--- src/rtl/fetch_pkg.sv ---
// Shared types and defaults for the instruction fetch front end.
package fetch_pkg;

  localparam int INST_W = 32;
  localparam int XLEN   = 64;

  localparam int             DEPTH_DEFAULT    = 4;
  localparam logic [XLEN-1:0] RESET_PC_DEFAULT = 64'h0;

  typedef enum logic [1:0] {
    IDLE    = 2'd0,
    REQ     = 2'd1,
    DISCARD = 2'd2
  } fetch_state_t;

  // Instruction fetches are word aligned; the low two PC bits are dropped.
  function automatic logic [XLEN-1:0] align_pc(input logic [XLEN-1:0] pc);
    return pc & ~XLEN'(3);
  endfunction

endpackage

--- src/rtl/fetch_fifo.sv ---
// Small synchronous FIFO holding fetched {pc, inst} pairs. Flush beats push/pop.
module fetch_fifo #(
  parameter int DEPTH = 4,
  parameter int WIDTH = 96
) (
  input  logic                     clk,
  input  logic                     rst_n,
  input  logic                     push,
  input  logic [WIDTH-1:0]         push_data,
  input  logic                     pop,
  input  logic                     flush,
  output logic [WIDTH-1:0]         head_data,
  output logic                     full,
  output logic                     empty,
  output logic [$clog2(DEPTH):0]   count
);

  localparam int AW = $clog2(DEPTH);
  localparam int CW = AW + 1;
  localparam logic [CW-1:0] DEPTH_C = CW'(DEPTH);

  logic [WIDTH-1:0] mem_q [DEPTH];
  logic [AW-1:0]    wr_ptr_q, wr_ptr_d;
  logic [AW-1:0]    rd_ptr_q, rd_ptr_d;
  logic [CW-1:0]    count_q, count_d;
  logic             do_push, do_pop;

  assign full      = (count_q == DEPTH_C);
  assign empty     = (count_q == '0);
  assign count     = count_q;
  assign head_data = mem_q[rd_ptr_q];

  // A push into a full FIFO is only accepted when a pop frees the slot.
  assign do_push = push && !flush && (!full || pop);
  assign do_pop  = pop && !flush && !empty;

  // Pointer and occupancy update; flush returns everything to empty.
  always_comb begin
    wr_ptr_d = wr_ptr_q;
    rd_ptr_d = rd_ptr_q;
    count_d  = count_q;
    if (flush) begin
      wr_ptr_d = '0;
      rd_ptr_d = '0;
      count_d  = '0;
    end else begin
      if (do_push) wr_ptr_d = wr_ptr_q + AW'(1);
      if (do_pop)  rd_ptr_d = rd_ptr_q + AW'(1);
      case ({do_push, do_pop})
        2'b10:   count_d = count_q + CW'(1);
        2'b01:   count_d = count_q - CW'(1);
        default: count_d = count_q;
      endcase
    end
  end

  // Pointer/count registers.
  always_ff @(posedge clk or negedge rst_n) begin
    if (!rst_n) begin
      wr_ptr_q <= '0;
      rd_ptr_q <= '0;
      count_q  <= '0;
    end else begin
      wr_ptr_q <= wr_ptr_d;
      rd_ptr_q <= rd_ptr_d;
      count_q  <= count_d;
    end
  end

  // Storage write; contents need no reset because count gates visibility.
  always_ff @(posedge clk) begin
    if (do_push) mem_q[wr_ptr_q] <= push_data;
  end

endmodule

--- src/rtl/instruction_fetch_queue.sv ---
// Decoupled fetch front end: owns the fetch PC, issues one outstanding
// request at a time and buffers returned words for the decode stage.
module instruction_fetch_queue
  import fetch_pkg::*;
#(
  parameter int              DEPTH    = DEPTH_DEFAULT,
  parameter logic [XLEN-1:0] RESET_PC = RESET_PC_DEFAULT
) (
  input  logic              clk,
  input  logic              reset,
  input  logic              redirect,
  input  logic [XLEN-1:0]   redirect_pc,
  output logic              imem_req,
  output logic [XLEN-1:0]   imem_addr,
  input  logic              imem_ack,
  input  logic [INST_W-1:0] imem_rdata,
  output logic              inst_valid,
  output logic [INST_W-1:0] inst,
  output logic [XLEN-1:0]   inst_pc,
  input  logic              inst_ready
);

  localparam int CW = $clog2(DEPTH) + 1;
  localparam int EW = XLEN + INST_W;
  localparam logic [CW-1:0] DEPTH_C = CW'(DEPTH);

  fetch_state_t    state_q, state_d;
  logic [XLEN-1:0] fetch_pc_q, fetch_pc_d;
  logic [XLEN-1:0] hold_addr_q, hold_addr_d;
  logic [XLEN-1:0] target_pc;
  logic            push, pop;
  logic            fifo_full, fifo_empty;
  logic [CW-1:0]   fifo_count, count_after_ack;
  logic [EW-1:0]   head_data;

  assign target_pc = align_pc(redirect_pc);

  // A redirect suppresses both the pop and the push of its cycle.
  assign pop  = !fifo_empty && inst_ready && !redirect;
  assign push = (state_q == REQ) && imem_ack && !redirect;

  // Occupancy once the word being acked lands, net of a same-cycle pop.
  assign count_after_ack = fifo_count + CW'(1) - CW'(pop);

  fetch_fifo #(
    .DEPTH (DEPTH),
    .WIDTH (EW)
  ) u_fifo (
    .clk       (clk),
    .rst_n     (reset),
    .push      (push),
    .push_data ({fetch_pc_q, imem_rdata}),
    .pop       (pop),
    .flush     (redirect),
    .head_data (head_data),
    .full      (fifo_full),
    .empty     (fifo_empty),
    .count     (fifo_count)
  );

  // Request is a decode of the state register, forced low while in reset.
  assign imem_req   = reset && (state_q != IDLE);
  assign imem_addr  = (state_q == DISCARD) ? hold_addr_q : fetch_pc_q;
  assign inst_valid = !fifo_empty;
  assign inst       = inst_valid ? head_data[INST_W-1:0] : '0;
  assign inst_pc    = inst_valid ? head_data[EW-1:INST_W] : '0;

  // Next-state, fetch PC and discard-address logic.
  always_comb begin
    state_d     = state_q;
    fetch_pc_d  = fetch_pc_q;
    hold_addr_d = hold_addr_q;
    case (state_q)
      IDLE: begin
        if (redirect) begin
          fetch_pc_d = target_pc;
          state_d    = REQ;
        end else if (!fifo_full || pop) begin
          state_d = REQ;
        end
      end
      REQ: begin
        if (redirect) begin
          fetch_pc_d = target_pc;
          if (!imem_ack) begin
            // Old request still in flight: keep presenting it until acked.
            hold_addr_d = fetch_pc_q;
            state_d     = DISCARD;
          end
        end else if (imem_ack) begin
          fetch_pc_d = fetch_pc_q + XLEN'(4);
          state_d    = (count_after_ack < DEPTH_C) ? REQ : IDLE;
        end
      end
      DISCARD: begin
        if (redirect) fetch_pc_d = target_pc;
        // FIFO was flushed on entry, so there is always room to restart.
        if (imem_ack) state_d = REQ;
      end
      default: state_d = IDLE;
    endcase
  end

  // State registers; reset restarts fetching from RESET_PC.
  always_ff @(posedge clk or negedge reset) begin
    if (!reset) begin
      state_q     <= REQ;
      fetch_pc_q  <= RESET_PC;
      hold_addr_q <= RESET_PC;
    end else begin
      state_q     <= state_d;
      fetch_pc_q  <= fetch_pc_d;
      hold_addr_q <= hold_addr_d;
    end
  end

endmodule

--- config.mk ---
export PLATFORM = sky130hd
export DESIGN_NAME = instruction_fetch_queue
export DESIGN_NICKNAME = d
export VERILOG_FILES = /design/src/rtl/fetch_pkg.sv /design/src/rtl/fetch_fifo.sv /design/src/rtl/instruction_fetch_queue.sv
export SDC_FILE = /design/constraint.sdc
export NUM_CORES = 1
export LEC_CHECK = 0
export CAP_MARGIN = 25
export CELL_PAD_IN_SITES_DETAIL_PLACEMENT = 1
export CELL_PAD_IN_SITES_GLOBAL_PLACEMENT = 2
export CORE_ASPECT_RATIO = 1.75
export CORE_MARGIN = 5
export CORE_UTILIZATION = 35
export DETAILED_ROUTE_END_ITERATION = 12
export MAX_ROUTING_LAYER = met4
export PLACE_DENSITY = 0.7
export SLEW_MARGIN = 5
export SYNTH_ARGS = -nofsm -noshare
export SYNTH_HDL_FRONTEND = slang
export SYNTH_SLANG_ARGS = --single-unit
--- constraint.sdc ---
create_clock -name clk -period 5.2 [get_ports clk]
set_input_delay 1.04 -clock clk [delete_from_list [all_inputs] [get_ports clk]]
set_output_delay 1.04 -clock clk [all_outputs]
set_load 0.02 [all_outputs]
==> metrics.cfg <==
[global_routing]
grt_pass1_vias=15113
grt_pass1_wl_mm=99.1
antenna_found_initial=4
grt_overflow=0
grt_max_degree=69
track_usage_pct=19.4

[timing]
clock.fmax_ghz=0.233
fin_crit_sh_pct=82.7
finalSetupViolCount=0
tns_ns=0
worstMarginPinSlew_ns=0.936
maxSlewHeadroom_pct=37.1
finClkSkew_ns=0.0292
holdWs_ns=0.502
finalMaxSlewViolations=0
rsz0062_at_grt=false
hold_viol_final=0
period_minus_slack_ns=4.30

[hold_path]
hold_class=reg -> reg

[logic_synthesis]
synth_seq_cells=509
synthArstFlopShare_pct=26.1
ys_warn_count=0
yosys-top-cells-count=376 x edfxtp_1, 132 x dfrtp_1, 118 x mux2_2
syn-cell-area_sq_um=22200
synth_area_leaders=edfxtp_1 51%, dfrtp_1 15%, mux4_2 9.5%
ys.flop_type=edfxtp_1
seq_area_frac_synth_pct=65.8
synth.most_common_cell=edfxtp_1
syn_avg_cell_area_sq_um=15.5
synth_edf_count=376
synth_cell_types=69
syn_inst=1437
synth_top_cell_by_area=edfxtp_1
yosys.area.top_type_share_pct=50.8

[clock_network]
path_clk_slew_ns=0.06
cts-resized-gates=0
post_cts_buffers=0
cts_max_level=2
root_buffer=clkbuf_16
clk_latency_ns=0.60
cts_buffer_depth=3
cts_tree=yes
cts_hold_buf=0
numCtsBuffers=48
cts_sinks=509

[die]
coreArea_sq_um=63000
rows=122
die_w_microns=200
dieHeight_microns=343
start_util_pct=35.2
boundaryPins=263
dieArea_sq_um=68800

[drt]
wirelength_mm=65.5
viasPerCell=5.43
ant_nets=0
drtIter0Drc=732
wire_per_inst_microns=25.9
firstDrtPassIters=5
vias=13739
remaining_drc_errors=0

[status]
status=finished clean

[placement]
gp_congestion=0.820
port_buffers=256
dp_hpwl_mm=43.9

[flow_run]
drv_cap=0

[finish]
layout-drive-gt1-share_pct=20.8
syn2layout_area_growth_pct=23.6
final_net_count=1791

[setup_path]
critPathKind=reg -> out
cp-start-kind=register
cp_max_fo=26
cp.required_ns=4.16
crit_arrival_ns=3.26
end_kind=output port

[power_and_ir_drop]
p_leak_nw=9.12
p_per_area_nw_per_um2=565
vdd_drop_max_uv=337

-- routing by layer --
metal	track usage, %	share of wire (%)
met1	22.9	40
met2	34.9	53
met3	2.59	3.7
met4	5.83	2.8
met5	-	0
-- registers in the layout, summed over array words and instances, names as in the netlist --
register         flops
u_fifo.mem_q       376
fetch_pc_q          62
hold_addr_q         62
u_fifo.count         3
state_q              2
u_fifo.rd_ptr_q      2
u_fifo.wr_ptr_q      2
-- critical path, stage by stage, from the launching register on --
cell and delay, ns:
dfrtp_1 0.49, nor2b_4 0.77, buf_4 0.39, mux2_2 0.42
clkdlybuf4s50_1 0.58
-- through the flow --
stage               setup slack [ns]  cells  util, %  total power [mW]  instance area (sq um)
global placement                1.33   2437     40.9              11.9                  25800
detailed placement              1.23   2438     41.0              12.1                  25800
floorplan                      0.669   1440        -              9.33                  22200
global route                   0.736   2529     43.5              16.3                  27400
CTS                            0.785   2528     43.5              15.8                  27400
finish                         0.899   2530     43.5              15.5                  27400
-- worst paths after layout --
path,from,endpoint,slack [ns],cells after the start
max,state_q[1],imem_addr[29],0.90,4
min,hold_addr_q[60],hold_addr_q[60],0.50,1
max reg2reg,fetch_pc_q[3],fetch_pc_q[60],2.23,6
min reg2reg,hold_addr_q[60],hold_addr_q[60],0.50,1
max in group asynchronous,reset,hold_addr_q[37],2.74,4
min in group asynchronous,reset,hold_addr_q[8],0.60,2
-- cells in the final DEF (no fill, tap or decap), types with 9 or more instances in the layout --
cell / n
clkinv_2: 11
o22ai_1: 12
buf_4: 34
o211ai_1: 12
mux4_2: 94
and2_1: 100
clkdlybuf4s50_1: 255
a21oi_1: 42
nor3_1: 27
a32oi_1: 13
and3_1: 15
nor2_1: 57
nand4_1: 25
nor4_1: 9
inv_1: 10
or3_1: 17
clkbuf_16: 49
dfrtp_1: 130
nand3_1: 39
mux2_2: 118
o21ai_0: 39
edfxtp_1: 376
nand2_1: 69
-- area by class of cell --
class / count / area [sq um]
clock inverters: 30 / 310
inverters: 11 / 41.3
clock buffers: 60 / 1300
fillers: 6261 / 35600
well taps: 806 / 1010
flip-flops and latches: 509 / 14600
repair buffers: 298 / 2990
diodes: 2 / 5.00
multi-input cells: 814 / 7170
-- kinds of logic after synthesis --
group	Yosys count	share of synthesized area, %
buf+inv	117	2.21
fa+ha+maj	8	0.451
simple gates	406	10.4
xor+xnor	7	0.276
mux	215	15.6
compound gates	174	5.20
other cells	1	0.0169
flops	509	65.8
-- where the power goes --
| group | total (mW) | internal [mW] | switching, mW | leakage, nW |
|---|---|---|---|---|
| Sequential | 6.26 | 5.27 | 0.992 | 4.94 |
| Combinational | 5.64 | 2.75 | 2.88 | 3.39 |
| Clock | 3.62 | 2.04 | 1.59 | 0.784 |
Note: power is estimated with default switching activity, not from simulation.
